==> src/rtl/int_ctrl_pkg.sv <==
// Shared definitions for the interrupt controller: bus widths, register
// offsets, FSM state encoding and the address decode helper.
package int_ctrl_pkg;

   localparam int NUM_SRC       = 8;
   localparam int INT_BUS       = NUM_SRC;
   localparam int INST_ADDR_BUS = 32;
   localparam int INST_DATA_BUS = 32;

   // Byte offsets of the register file
   localparam logic [3:0] IE_OFF    = 4'h0;
   localparam logic [3:0] IP_OFF    = 4'h4;
   localparam logic [3:0] CLAIM_OFF = 4'h8;
   localparam logic [3:0] CTRL_OFF  = 4'hC;

   // Word index of each register, as seen on address bits [3:2]
   localparam logic [1:0] REG_IE    = IE_OFF[3:2];
   localparam logic [1:0] REG_IP    = IP_OFF[3:2];
   localparam logic [1:0] REG_CLAIM = CLAIM_OFF[3:2];
   localparam logic [1:0] REG_CTRL  = CTRL_OFF[3:2];

   typedef enum logic [1:0] {
      IDLE    = 2'd0,
      REQ     = 2'd1,
      SERVICE = 2'd2
   } int_state_e;

   function automatic logic [1:0] reg_sel(input logic [INST_ADDR_BUS-1:0] addr);
      return addr[3:2];
   endfunction

endpackage

==> src/rtl/int_ctrl_sync_edge.sv <==
// Per-source two-flop synchronizer followed by an edge register; edge_o is a
// one-cycle pulse for every synchronized low-to-high transition.
module int_sync_edge #(
   parameter int WIDTH = 8
) (
   input  logic             clk_i,
   input  logic             rst_i,
   input  logic [WIDTH-1:0] async_i,
   output logic [WIDTH-1:0] edge_o
);

   logic [WIDTH-1:0] s1_q, s1_d;
   logic [WIDTH-1:0] s2_q, s2_d;
   logic [WIDTH-1:0] s3_q, s3_d;

   always_comb begin
      s1_d = async_i;
      s2_d = s1_q;
      s3_d = s2_q;
   end

   always_ff @(posedge clk_i or posedge rst_i) begin
      if (rst_i) begin
         s1_q <= '0;
         s2_q <= '0;
         s3_q <= '0;
      end else begin
         s1_q <= s1_d;
         s2_q <= s2_d;
         s3_q <= s3_d;
      end
   end

   assign edge_o = s2_q & ~s3_q;

endmodule

==> src/rtl/int_ctrl.sv <==
// Interrupt controller: edge-triggered pending bits, enable mask, global
// enable, and a fixed-priority single-outstanding request/claim sequence.
module int_ctrl
   import int_ctrl_pkg::*;
#(
   parameter int NUM_SRC = int_ctrl_pkg::NUM_SRC
) (
   input  logic                     clk_i,
   input  logic                     rst_i,
   input  logic [NUM_SRC-1:0]       irq_src_i,
   input  logic                     wen_i,
   input  logic [INST_ADDR_BUS-1:0] waddr_i,
   input  logic [INST_DATA_BUS-1:0] wdata_i,
   input  logic [INST_ADDR_BUS-1:0] raddr_i,
   output logic [INST_DATA_BUS-1:0] rdata_o,
   output logic [NUM_SRC-1:0]       int_flag_o,
   input  logic                     int_ack_i
);

   localparam int ID_W = (NUM_SRC > 1) ? $clog2(NUM_SRC) : 1;

   int_state_e         state_q, state_d;
   logic [NUM_SRC-1:0] ie_q, ie_d;
   logic [NUM_SRC-1:0] ip_q, ip_d;
   logic               gie_q, gie_d;
   logic [ID_W-1:0]    id_q, id_d;
   logic [NUM_SRC-1:0] flag_q, flag_d;

   logic [NUM_SRC-1:0] edge_w;
   logic [NUM_SRC-1:0] pend_w;
   logic [ID_W-1:0]    low_id_w;
   logic [NUM_SRC-1:0] ack_clr_w;
   logic [NUM_SRC-1:0] w1c_w;
   logic               we_ie, we_ip, we_claim, we_ctrl;
   logic               claim_match_w;

   int_sync_edge #(.WIDTH(NUM_SRC)) u_sync_edge (
      .clk_i   (clk_i),
      .rst_i   (rst_i),
      .async_i (irq_src_i),
      .edge_o  (edge_w)
   );

   always_comb begin
      we_ie         = wen_i && (reg_sel(waddr_i) == REG_IE);
      we_ip         = wen_i && (reg_sel(waddr_i) == REG_IP);
      we_claim      = wen_i && (reg_sel(waddr_i) == REG_CLAIM);
      we_ctrl       = wen_i && (reg_sel(waddr_i) == REG_CTRL);
      claim_match_w = we_claim && (wdata_i[ID_W-1:0] == id_q);
   end

   // Lowest index wins: scan downwards so the last hit is the smallest.
   always_comb begin
      pend_w   = ip_q & ie_q;
      low_id_w = '0;
      for (int i = NUM_SRC - 1; i >= 0; i--) begin
         if (pend_w[i]) low_id_w = ID_W'(i);
      end
   end

   // int_flag_o/int_ack_i handshake: the one-hot flag is held for as long as
   // the FSM sits in REQ; int_ack_i is only honoured in a cycle where the
   // flag is high, and the request is considered transferred on that edge.
   always_comb begin
      state_d   = state_q;
      id_d      = id_q;
      ack_clr_w = '0;
      case (state_q)
         IDLE: begin
            if (gie_q && (|pend_w)) begin
               id_d    = low_id_w;
               state_d = REQ;
            end
         end
         REQ: begin
            if (int_ack_i) begin
               ack_clr_w[id_q] = 1'b1;
               state_d         = SERVICE;
            end else if (!gie_q || !ie_q[id_q]) begin
               state_d = IDLE;
            end
         end
         SERVICE: begin
            if (claim_match_w) state_d = IDLE;
         end
         default: state_d = IDLE;
      endcase
   end

   always_comb begin
      ie_d  = ie_q;
      gie_d = gie_q;
      w1c_w = '0;
      if (we_ie)   ie_d  = wdata_i[NUM_SRC-1:0];
      if (we_ctrl) gie_d = wdata_i[0];
      if (we_ip)   w1c_w = wdata_i[NUM_SRC-1:0];
      // A new edge in the same cycle as a clear keeps the bit set.
      ip_d = (ip_q & ~w1c_w & ~ack_clr_w) | edge_w;
   end

   // Registered flag so the core sees a glitch-free one-hot request.
   always_comb begin
      flag_d = '0;
      if (state_d == REQ) flag_d[id_d] = 1'b1;
   end

   always_ff @(posedge clk_i or posedge rst_i) begin
      if (rst_i) begin
         state_q <= IDLE;
         ie_q    <= '0;
         ip_q    <= '0;
         gie_q   <= 1'b0;
         id_q    <= '0;
         flag_q  <= '0;
      end else begin
         state_q <= state_d;
         ie_q    <= ie_d;
         ip_q    <= ip_d;
         gie_q   <= gie_d;
         id_q    <= id_d;
         flag_q  <= flag_d;
      end
   end

   assign int_flag_o = flag_q;

   always_comb begin
      rdata_o = '0;
      case (reg_sel(raddr_i))
         REG_IE:  rdata_o[NUM_SRC-1:0] = ie_q;
         REG_IP:  rdata_o[NUM_SRC-1:0] = ip_q;
         REG_CLAIM: begin
            rdata_o[INST_DATA_BUS-1] = (state_q == SERVICE);
            rdata_o[ID_W-1:0]        = id_q;
         end
         REG_CTRL: rdata_o[0] = gie_q;
         default:  rdata_o = '0;
      endcase
   end

   logic unused_bits;
   assign unused_bits = ^{waddr_i[INST_ADDR_BUS-1:4], waddr_i[1:0],
                          raddr_i[INST_ADDR_BUS-1:4], raddr_i[1:0],
                          wdata_i[INST_DATA_BUS-1:NUM_SRC]};

endmodule

==> config.mk <==
export PLATFORM = sky130hd
export DESIGN_NAME = int_ctrl
export DESIGN_NICKNAME = d
export VERILOG_FILES = /design/src/rtl/int_ctrl_pkg.sv /design/src/rtl/int_ctrl_sync_edge.sv /design/src/rtl/int_ctrl.sv
export SDC_FILE = /design/constraint.sdc
export NUM_CORES = 1
export LEC_CHECK = 0
export CELL_PAD_IN_SITES_DETAIL_PLACEMENT = 0
export CELL_PAD_IN_SITES_GLOBAL_PLACEMENT = 2
export CORE_ASPECT_RATIO = 1.75
export CORE_MARGIN = 1
export CORE_UTILIZATION = 21
export CTS_BUF_LIST = sky130_fd_sc_hd__clkbuf_4 sky130_fd_sc_hd__clkbuf_8 sky130_fd_sc_hd__clkbuf_16
export CTS_CLUSTER_SIZE = 20
export DETAILED_ROUTE_END_ITERATION = 8
export MAX_ROUTING_LAYER = met4
export PLACE_DENSITY = 0.75
export SLEW_MARGIN = 20
export SYNTH_ARGS = -nofsm -noshare
export SYNTH_HDL_FRONTEND = slang
export SYNTH_SLANG_ARGS = --single-unit
==> constraint.sdc <==
create_clock -name clk_i -period 2.4 [get_ports clk_i]
set_clock_uncertainty 0.1 [all_clocks]
set_input_delay 0.6 -clock clk_i [delete_from_list [all_inputs] [get_ports clk_i]]
set_output_delay 0.6 -clock clk_i [all_outputs]
set_load 0.005 [all_outputs]
==> key figures, run 1 <==
Job
  – Maxcap violations: 0

CTS
  – H-tree Lvls: 2
  – Hold_buf cts: 0
  – CTS buffer count: 5
  – CTS Sinks: 54
  – Clock latency on the worst-skew pair: 290 ps
  – Worst-path clk slew: about 60 ps
  – CTS tree: built
  – Root Buffer: clkbuf_16
  – Clock Path Buffers: 2
  – Post-CTS Setup Inserts: 0

Logic synthesis
  – Post-synthesis sequential area ratio: 56.25%
  – Number of flops mapped to enable cells by yosys: 0
  – Cell Area, Synth: 0.002402 sq mm
  – Yosys warning total: 0
  – Commonest cells in the netlist: dfrtp_1, buf_4, nand2_1, inv_1, o21ai_0
  – Count leader, synth: dfrtp_1
  – Async S/R FF share, synth: 100.0%
  – Cell taking the most area after synthesis: dfrtp_1
  – Top_reg_cell synth: dfrtp_1
  – Yosys reg bits: 54
  – Gate Count Post-Synth: roughly 200
  – Synth top area share: 56.25%
  – Syn avg cell area: about 12 sq um
  – Synth unique cells: 41
  – Largest cells by area after synthesis: dfrtp_1, buf_4, mux2_2

Floorplanning
  – Die Span X: 82.85 um
  – Die H: approximately 140 um
  – Ports: 148
  – Die area: 0.01189 sq mm
  – Initial Util: 21.64%
  – Core Box Area: about 0.011 sq mm
  – Rows: 51

STA
  – Final min period: 2345 ps
  – Final hold vios: 0
  – Count of final setup violators: 0
  – Final worst path period share: 97.69%
  – Highest clock rate: approximately 430 MHz
  – Final Max Tran Viols: 0
  – RSZ-0062 raised after global routing: false
  – Setup slack after layout: 55.47 ps

Worst setup path
  – FF-to-FF End: int_flag_o[3]
  – R2R cell count: 6
  – Critical Path Fanout Max: 5
  – RR Startpoint: id_q[0]
  – Register-to-register path setup slack: slightly above 300 ps
  – Worst setup SP type: input port
  – CP arrival: around 1600 ps
  – Critical Path RT: 1700 ps
  – Worst Setup End Kind: output port
  – WS Path Type: in2out

Power
  – P_sw: 0.8798 mW
  – Max VDD drop: 0.3030 mV
  – Total power: 2.752 mW
  – P_leak: 1.345 nW
  – Clk pwr share: 27.1%
  – Int Power: 1.872 mW
  – Flop pwr share: 43.3%
  – Sw Share: around a third
  – Comb pwr share: just under 30%
  – Power Density: slightly below 900 mW/mm^2

Route
  – Antenna-violating nets left: 0
  – Post-route DRC: 0
  – Vias per cell: 4.144
  – DR vias: 1,612
  – Number of DRC markers in iteration 0: just over 80
  – Wirelength, routed: 5406 um
  – Wirelength per Cell: about 14 um
  – Router iterations before antenna repair: 4

Hold path
  – HP Start: u_sync_edge.s1_q[2]
  – Hold path depth: 0
  – Worst min-delay path class: reg2reg
  – Worst Hold End: u_sync_edge.s2_q[2]

Placement
  – PortBufs: 40
  – Routability Congestion: 0.8984
  – DP Wirelength: 4088 um
  – Pre-CTS worst setup slack: -576.8 ps

Finish
  – Area grow syn2layout: 28.96%
  – Antenna fix cells: 0
  – Fillers: 1,180
  – Share of post-route cells with drive strength above 1: 15.18%
  – Fin nets: 364

Global route
  – Antenna violations before repair: 0
  – Grt ovf: 0
  – Vias in the first global route: 1,712
  – First-pass GRT wire length: between 8000 and 9000 um
  – Largest net degree at the start of global routing: 55
  – GRT Util Overall: under 10%

Outcome
  – Status: complete, no violations
metrics by stage:
stage	instances	instance area, sq um	hold slack (ps)	setup TNS, ps	util (%)
floorplan	227	2485	231.2	0	-
global placement	381	2935	235.1	-4436	26.44
detailed placement	381	2935	234.7	-4370	26.44
CTS	389	3093	250.2	0	27.86
global route	389	3098	255.1	0	27.90
finish	389	3098	248.9	0	27.90
power by group through the flow:
stage	logic [mW]	registers, mW	clock network (mW)
2_1_floorplan	0.547	1.15	0
3_3_place_gp	0.819	1.20	0
3_5_place_dp	0.830	1.20	0
4_1_cts	0.825	1.19	0.787
5_1_grt	0.902	1.21	0.830
6_report	0.815	1.19	0.746
layout by cell type (no fill, tap or decap), types with 7 or more instances in the layout:
cell type        count
a21oi_1              7
buf_4                8
clkdlybuf4s50_1     33
conb_1              23
dfrtp_1             54
inv_1               10
mux2_2               9
mux2i_1              8
nand2_1             19
nor2_1               9
o211ai_1             7
o21ai_0             11
sequential cells by signal, indices dropped and copies added (netlist names):
name and cells:
state_q 2, u_sync_edge.s1_q 8, u_sync_edge.s2_q 8, id_q 3, u_sync_edge.s3_q 8, gie_q 1
ip_q 8, ie_q 8, int_flag_o 8
final cells by class:
cell class | instances | area (sq um) | share of cell area (%)
tap | 132 | 165.2 | 5.331
timing repair buffer | 49 | 478.0 | 15.43
clock buffer | 6 | 138.9 | 4.483
inverter | 11 | 41.29 | 1.333
sequential | 54 | 1351 | 43.62
clock inverter | 2 | 16.27 | 0.5250
multi-input combinational | 135 | 907.1 | 29.28
layer usage:
layer | track usage (%) | share of wire (%) | wire [um] | up-vias
met5 | - | 0 | 0 | -
met1 | 9.617 | 37 | 1990 | 776
met2 | 18.64 | 56 | 3033 | 58
li1 | - | - | - | 767
met4 | 5.354 | 3.4 | 184 | 0
met3 | 1.493 | 3.6 | 197 | 11
worst max-delay path, stage by stage:
cell	delay [ps]
buf_4	150
buf_4	160
mux2i_1	110
nor2_1	110
clkdlybuf4s50_1	510
kinds of logic after synthesis:
kind of cell,Yosys count,share of synthesized area (%)
buffers and inverters,38,9.844
multiplexers,20,10.36
AO/OA/AOI/OAI,42,12.19
other,1,0.1561
XOR/XNOR,3,1.094
AND/OR/NAND/NOR,47,10.11
flip-flops,54,56.25
timing repair:
action | CTS | global route
pin swaps | 1 | 0
hold endpoints to repair | 0 | 0
resized for setup | 14 | 2
endpoints found under the setup margin | 9 | 2
how the worst max path moves through the flow:
stage | endpoint | startpoint | slack (ps)
after global placement | rdata_o[31] | raddr_i[2] | -600
after global routing | rdata_o[6] | raddr_i[2] | 2
final | rdata_o[6] | raddr_i[2] | 60
after floorplan | rdata_o[0] | raddr_i[2] | 150
after CTS | rdata_o[6] | raddr_i[2] | 30
after detailed placement | rdata_o[31] | raddr_i[2] | -580
Note: power is estimated with default switching activity, not from simulation.
==> run 2: changes to the inputs <==
==> constraint.sdc (replaced) <==
create_clock -name clk_i -period 2.4 [get_ports clk_i]
set_clock_uncertainty 0.1 [all_clocks]
set_input_delay 0.48 -clock clk_i [delete_from_list [all_inputs] [get_ports clk_i]]
set_output_delay 0.48 -clock clk_i [all_outputs]
set_load 0.005 [all_outputs]
==> run 2 against run 1 <==
  * Final cell count shrank 0.26%
  * Critical path depth stayed put
  * Register-to-register slack worse by 20 ps
  * Die area unchanged
  * Maximum frequency rose by 3.5%
  * Critical endpoint is now rdata_o[3]
  * Largest cell class unchanged
  * Highest routed layer unchanged
==> key figures, run 2 (synthesis gave the netlist of run 1 again) <==
Outcome
  – Status: complete, no violations (unchanged)

Placement
  – PortBufs: 40 (unchanged)
  – DP Wirelength: 4140 um (was 4088 um)
  – Pre-CTS worst setup slack: -336.4 ps (was -576.8 ps)
  – Routability Congestion: 0.9006 (was 0.8984)

Global route
  – Grt ovf: 0 (unchanged)
  – Largest net degree at the start of global routing: 39 (was 55)
  – First-pass GRT wire length: 8514 um (was 8728 um)
  – GRT Util Overall: 9.798% (was 9.878%)
  – Vias in the first global route: 1,650 (was 1,712)
  – Antenna violations before repair: 0 (unchanged)

Floorplanning
  – Die H: 143.5 um (unchanged)
  – Rows: 51 (unchanged)
  – Die Span X: 82.85 um (unchanged)
  – Ports: 148 (unchanged)
  – Core Box Area: 0.01110 sq mm (unchanged)
  – Die area: 0.01189 sq mm (unchanged)
  – Initial Util: 21.64% (unchanged)

Route
  – Vias per cell: 4.108 (was 4.144)
  – Highest Signal Layer: met4 (unchanged)
  – Number of DRC markers in iteration 0: 99 (was 81)
  – Wirelength, routed: 5377 um (was 5406 um)
  – Router iterations before antenna repair: 4 (unchanged)
  – DR vias: 1,594 (was 1,612)
  – Metal-1 WL: 1987 um (was 1990 um)
  – Metal2 WL: 2979 um (was 3033 um)
  – Wirelength per Cell: 13.86 um (was 13.90 um)
  – Antenna-violating nets left: 0 (unchanged)
  – Met3 WL post-DR: 205 um (was 197 um)
  – Post-route DRC: 0 (unchanged)

Finish
  – Area grow syn2layout: 28.33% (was 28.96%)
  – Leading cell type in the layout, fill and taps excluded: dfrtp_1 (unchanged)
  – Antenna fix cells: 0 (unchanged)
  – Fillers: 1,173 (was 1,180)
  – Post-route core utilization: 27.77% (was 27.90%)
  – Most frequent cells in the layout: dfrtp_1, clkdlybuf4s50_1, conb_1 (unchanged)
  – Share of post-route cells with drive strength above 1: 14.45% (was 15.18%)
  – Fin nets: 363 (was 364)

CTS
  – Hold_buf cts: 0 (unchanged)
  – Clock latency on the worst-skew pair: 300 ps (was 290 ps)
  – CTS buffer count: 5 (unchanged)
  – Worst-path clk slew: 70 ps (was 60 ps)
  – CTS Sinks: 54 (unchanged)
  – Clock Path Buffers: 2 (unchanged)
  – Root Buffer: clkbuf_16 (unchanged)
  – CTS tree: built (unchanged)
  – H-tree Lvls: 2 (unchanged)

STA
  – Count of final setup violators: 0 (unchanged)
  – Final min period: 2265 ps (was 2345 ps)
  – Least-Margin Pin Slew: approximately 530 ps
  – Final hold vios: 0 (unchanged)
  – Final setup TNS: 0 ps (unchanged)
  – Setup slack after layout: 135.3 ps (was 55.47 ps)
  – Final worst path period share: 94.36% (was 97.69%)
  – RSZ-0062 raised after global routing: false (unchanged)
  – Max-slew headroom: 64.45%
  – Highest clock rate: 441.6 MHz (was 426.5 MHz)
  – Final Max Tran Viols: 0 (unchanged)

Worst setup path
  – CP startpoint: raddr_i[2] (unchanged)
  – Critical Path RT: 1820 ps (was 1700 ps)
  – Worst Setup End Kind: output port (unchanged)
  – Worst setup SP type: input port (unchanged)
  – RR Startpoint: id_q[0] (unchanged)
  – CP arrival: 1680 ps (was 1640 ps)
  – Critical Path Fanout Max: 5 (unchanged)
  – WS Path Type: in2out (unchanged)

Job
  – Maxcap violations: 0 (unchanged)

Power
  – Power Density: 878.0 mW/mm^2 (was 888.3 mW/mm^2)
  – Max VDD drop: 0.2903 mV (was 0.3030 mV)
  – P_leak: 1.325 nW (was 1.345 nW)

Hold path
  – HP Start: u_sync_edge.s1_q[0] (was u_sync_edge.s1_q[2])
  – Worst min-delay path class: reg2reg (unchanged)
## run 2: cell count changes in the layout (fill, tap and decap cells not counted), sizes merged
cell / before / now
dlygate4sd2: 5 / 6
buf: 10 / 8
dlymetal6s2s: 1 / 0
clkinv: 0 / 1
clkdlybuf4s15: 0 / 1
clkbuf: 6 / 5
## run 2: final timing paths
check / cells past startpoint / end / slack, ps
max in group asynchronous: 3 / u_sync_edge.s2_q[2] / 1280
min reg2reg: 0 / u_sync_edge.s2_q[0] / 250
max reg2reg: 5 / int_flag_o[3] / 290
max: 5 / rdata_o[3] / 140
min: 0 / u_sync_edge.s2_q[0] / 250
min in group asynchronous: 2 / ie_q[1] / 390
## run 2: area by class of cell
type | count | area [sq um] | share of cell area (%)
inverter | 11 | 41.29 | 1.339
clock inverter | 3 | 25.02 | 0.8117
tap | 132 | 165.2 | 5.357
multi-input combinational | 135 | 904.6 | 29.34
sequential | 54 | 1351 | 43.83
clock buffer | 5 | 125.1 | 4.058
timing repair buffer | 48 | 470.5 | 15.26
## run 2: through the flow
stage	instance area, sq um	hold slack, ps	total power [mW]	std cells
after CTS	3083	251.0	2.753	388
final	3083	249.2	2.707	388
after global placement	2920	234.9	1.996	379
after global routing	3083	254.3	2.878	388
after detailed placement	2920	234.7	2.010	379
after floorplan	2485	231.2	1.701	227
## run 2: layer usage
layer,track usage (%),vias up
met5,-,-
met4,6.171,0
met3,1.264,9
met2,18.12,59
met1,9.642,754
li1,-,772
## run 2: timing repair
action                                  CTS  global route
resized for setup                        12             0
endpoints found under the setup margin    9             0
setup buffers                             1             0
## run 2: critical path, cell delays in order
cell and delay [ps]:
clkdlybuf4s15_2 290, buf_4 180, mux2i_1 230, nor2_1 60, clkdlybuf4s50_1 440
## run 2: power by group
| part | switching [mW] | internal [mW] |
|---|---|---|
| logic | 0.371 | 0.383 |
| registers | 0.170 | 1.05 |
| clock network | 0.341 | 0.393 |
==> run 3: changes to the inputs <==
--- a/config.mk
+++ b/config.mk
@@ -5,16 +5,18 @@
 export SDC_FILE = /design/constraint.sdc
 export NUM_CORES = 1
 export LEC_CHECK = 0
+export ABC_AREA = 1
+export CAP_MARGIN = 10
 export CELL_PAD_IN_SITES_DETAIL_PLACEMENT = 0
 export CELL_PAD_IN_SITES_GLOBAL_PLACEMENT = 2
 export CORE_ASPECT_RATIO = 1.75
 export CORE_MARGIN = 1
-export CORE_UTILIZATION = 21
+export CORE_UTILIZATION = 20
 export CTS_BUF_LIST = sky130_fd_sc_hd__clkbuf_4 sky130_fd_sc_hd__clkbuf_8 sky130_fd_sc_hd__clkbuf_16
 export CTS_CLUSTER_SIZE = 20
 export DETAILED_ROUTE_END_ITERATION = 8
 export MAX_ROUTING_LAYER = met4
-export PLACE_DENSITY = 0.75
+export PLACE_DENSITY = 0.8
 export SLEW_MARGIN = 20
 export SYNTH_ARGS = -nofsm -noshare
 export SYNTH_HDL_FRONTEND = slang
==> run 3 against run 2 <==
  * Core utilization is 0.72 points lower
  * Register-to-register slack better by 520 ps
  * Critical path depth is 4 higher
  * Largest power group unchanged
==> key figures, run 3 <==
Global route
  – Vias in the first global route: 1,942 (was 1,650)
  – Largest net degree at the start of global routing: 27 (was 39)
  – GRT Util Overall: 10.63% (was 9.798%)
  – Grt ovf: 0 (unchanged)
  – Antenna violations before repair: 0 (unchanged)
  – First-pass GRT wire length: 9853 um (was 8514 um)

Worst setup path
  – Worst setup SP type: input port (unchanged)
  – Register-to-register path setup slack: 810 ps (was 290 ps)
  – Critical Path Fanout Max: 4 (was 5)
  – R2R cell count: 9 (was 5)
  – CP max stage delay: 260 ps (was 440 ps)
  – Slowest stage cell, crit path: dlygate4sd2_1 (was clkdlybuf4s50_1)
  – CP arrival: 1630 ps (was 1680 ps)
  – Critical Path RT: 1820 ps (about the same)
  – Crit path depth: 9 (was 5)
  – Crit-path most repeated cell: buf_4
  – WP buf/inv: 6 (was 3)
  – Cell family with most CP delay: buffers and inverters (unchanged)
  – Worst Setup End Kind: output port (unchanged)
  – WS Path Type: in2out (unchanged)
  – Worst-path cell chain: dlygate4sd2_1 -> inv_1 -> nor2_1 -> buf_4 -> buf_4 -> buf_4 -> nand2_1 -> nand2_1 -> dlygate4sd2_1 (was clkdlybuf4s15_2 -> buf_4 -> mux2i_1 -> nor2_1 -> clkdlybuf4s50_1)

Placement
  – Placed Instances: 483 (was 379)
  – Routability Congestion: 0.7715 (was 0.9006)
  – DP Wirelength: 4631 um (was 4140 um)
  – PortBufs: 40 (unchanged)

CTS
  – Clock Path Buffers: 2 (unchanged)
  – Root Buffer: clkbuf_16 (unchanged)
  – H-tree Lvls: 2 (unchanged)
  – CTS buffer count: 5 (unchanged)
  – Hold_buf cts: 0 (unchanged)
  – Worst-path clk slew: 60 ps (was 70 ps)
  – Clock latency on the worst-skew pair: 290 ps (was 300 ps)
  – CTS tree: built (unchanged)
  – CTS Sinks: 54 (unchanged)

STA
  – Final worst path period share: 92.01% (was 94.36%)
  – Final Hold Slack: 250.6 ps (was 249.2 ps)
  – Final setup TNS: 0 ps (unchanged)
  – Final hold vios: 0 (unchanged)
  – Final Max Tran Viols: 0 (unchanged)
  – RSZ-0062 raised after global routing: false (unchanged)
  – Count of final setup violators: 0 (unchanged)
  – Highest clock rate: 452.8 MHz (was 441.6 MHz)
  – Final min period: 2208 ps (was 2265 ps)

Finish
  – Antenna fix cells: 0 (unchanged)
  – Leading cell type in the layout, fill and taps excluded: nand2_1 (was dfrtp_1)
  – Share of post-route cells with drive strength above 1: 15.36% (was 14.45%)
  – Fin cells: 497 (was 388)
  – Post-route core utilization: 27.04% (was 27.77%)
  – Area grow syn2layout: 30.89% (was 28.33%)
  – Fillers: 1,304 (was 1,173)
  – Fin nets: 439 (was 363)
  – Most frequent cells in the layout: nand2_1, dfrtp_1, clkdlybuf4s50_1 (was dfrtp_1, clkdlybuf4s50_1, conb_1)

Power
  – Power Density: 906.1 mW/mm^2 (was 878.0 mW/mm^2)
  – P_leak: 1.572 nW (was 1.325 nW)
  – Max VDD drop: 0.3004 mV (was 0.2903 mV)
  – Total power: 2.974 mW (was 2.707 mW)

Floorplanning
  – Ports: 148 (unchanged)
  – Die Span X: 86.64 um (was 82.85 um)
  – Die area: 0.01301 sq mm (was 0.01189 sq mm)
  – Core Box Area: 0.01214 sq mm (was 0.01110 sq mm)
  – Rows: 53 (was 51)
  – Initial Util: 20.66% (was 21.64%)
  – Die H: 150.1 um (was 143.5 um)

Logic synthesis
  – Number of flops mapped to enable cells by yosys: 0 (unchanged)
  – Count leader, synth: nand2_1 (was dfrtp_1)
  – Gate Count Post-Synth: 274 (was 205)
  – Async S/R FF share, synth: 100.0% (unchanged)
  – Yosys warning total: 0 (unchanged)
  – Yosys reg bits: 54 (unchanged)
  – Syn avg cell area: 9.151 sq um (was 11.72 sq um)
  – Synth unique cells: 30 (was 41)
  – Top_reg_cell synth: dfrtp_1 (unchanged)
  – Largest cells by area after synthesis: dfrtp_1, nand2_1, buf_4 (was dfrtp_1, buf_4, mux2_2)
  – Cell Area, Synth: 0.002507 sq mm (was 0.002402 sq mm)
  – Synth top area share: 53.89% (was 56.25%)
  – Cell taking the most area after synthesis: dfrtp_1 (unchanged)
  – Post-synthesis sequential area ratio: 53.89% (was 56.25%)
  – Commonest cells in the netlist: nand2_1, dfrtp_1, inv_1, buf_4, o21ai_0 (was dfrtp_1, buf_4, nand2_1, inv_1, o21ai_0)

Job
  – Maxcap violations: 0 (unchanged)

Route
  – Router iterations before antenna repair: 4 (unchanged)
  – Wirelength, routed: 6124 um (was 5377 um)
  – Post-route DRC: 0 (unchanged)
  – Number of DRC markers in iteration 0: 87 (was 99)
  – Vias per cell: 3.809 (was 4.108)
  – Antenna-violating nets left: 0 (unchanged)
  – Wirelength per Cell: 12.32 um (was 13.86 um)
  – DR vias: 1,893 (was 1,594)

Outcome
  – Status: complete, no violations (unchanged)

Hold path
  – Hold path depth: 0 (unchanged)
  – Worst min-delay path class: reg2reg (unchanged)
run 3: changes by cell type after synthesis, moves of 5 or more:
cell,delta
nand2_4,+5
mux2_2,-9
o21ai_0,+7
nand2_2,+7
mux2i_1,-8
nor4_1,+9
o211ai_1,-5
inv_1,+15
nand2_1,+60
a21oi_1,-7
o22ai_1,+8
run 3: final cells by class:
cell class	count	area, sq um	area share, %
well taps	165	206.4	6.291
repair buffers	55	514.2	15.67
inverters	31	117.6	3.584
flip-flops and latches	54	1351	41.17
clock buffers	7	140.1	4.270
multi-input cells	184	922.1	28.10
clock inverters	1	30.03	0.9150
run 3: cells by family (layout without fill, tap and decap cells):
family | count (synthesis) | count (layout) | synth area share [%]
AOI/OAI and AO/OA | 34 | 34 | 8.583
xor gates and xnor gates | 1 | 1 | 0.3494
buffers and inverters | 58 | 94 | 12.62
DFF | 54 | 54 | 53.89
other | 1 | 23 | 0.1496
and+or+nand+nor | 126 | 126 | 24.40
run 3: final timing paths:
path                                startpoint                   to
setup / recovery                    raddr_i[2]           rdata_o[5]
hold / removal             u_sync_edge.s1_q[2]  u_sync_edge.s2_q[2]
setup reg to reg                       id_q[0]        int_flag_o[1]
hold reg to reg            u_sync_edge.s1_q[2]  u_sync_edge.s2_q[2]
max in group asynchronous                rst_i  u_sync_edge.s2_q[2]
min in group asynchronous                rst_i  u_sync_edge.s3_q[6]
run 3: power breakdown:
group,internal (mW),switching (mW)
Clock,0.516,0.312
Combinational,0.373,0.614
Sequential,1.05,0.113
Total,1.93,1.04
run 3: metal layers:
metal | share of wire, % | wire length [um] | up-vias | track usage, %
met1 | 36 | 2212 | 892 | 10.24
met4 | 2.6 | 161 | 0 | 5.250
li1 | - | - | 940 | -
met2 | 57 | 3493 | 54 | 20.08
met3 | 4.2 | 257 | 7 | 1.754
met5 | 0 | 0 | - | -
run 3: stage by stage:
stage,instance area [sq um],setup slack (ps)
after floorplan,2590,505.4
after global placement,3078,-163.2
after detailed placement,3078,-174.3
after CTS,3282,187.4
after global routing,3282,133.5
final,3282,191.7
run 3: timing repair:
action	CTS	global route
gates resized for setup	9	0
buffers inserted	6	0
endpoints found under the setup margin	9	0
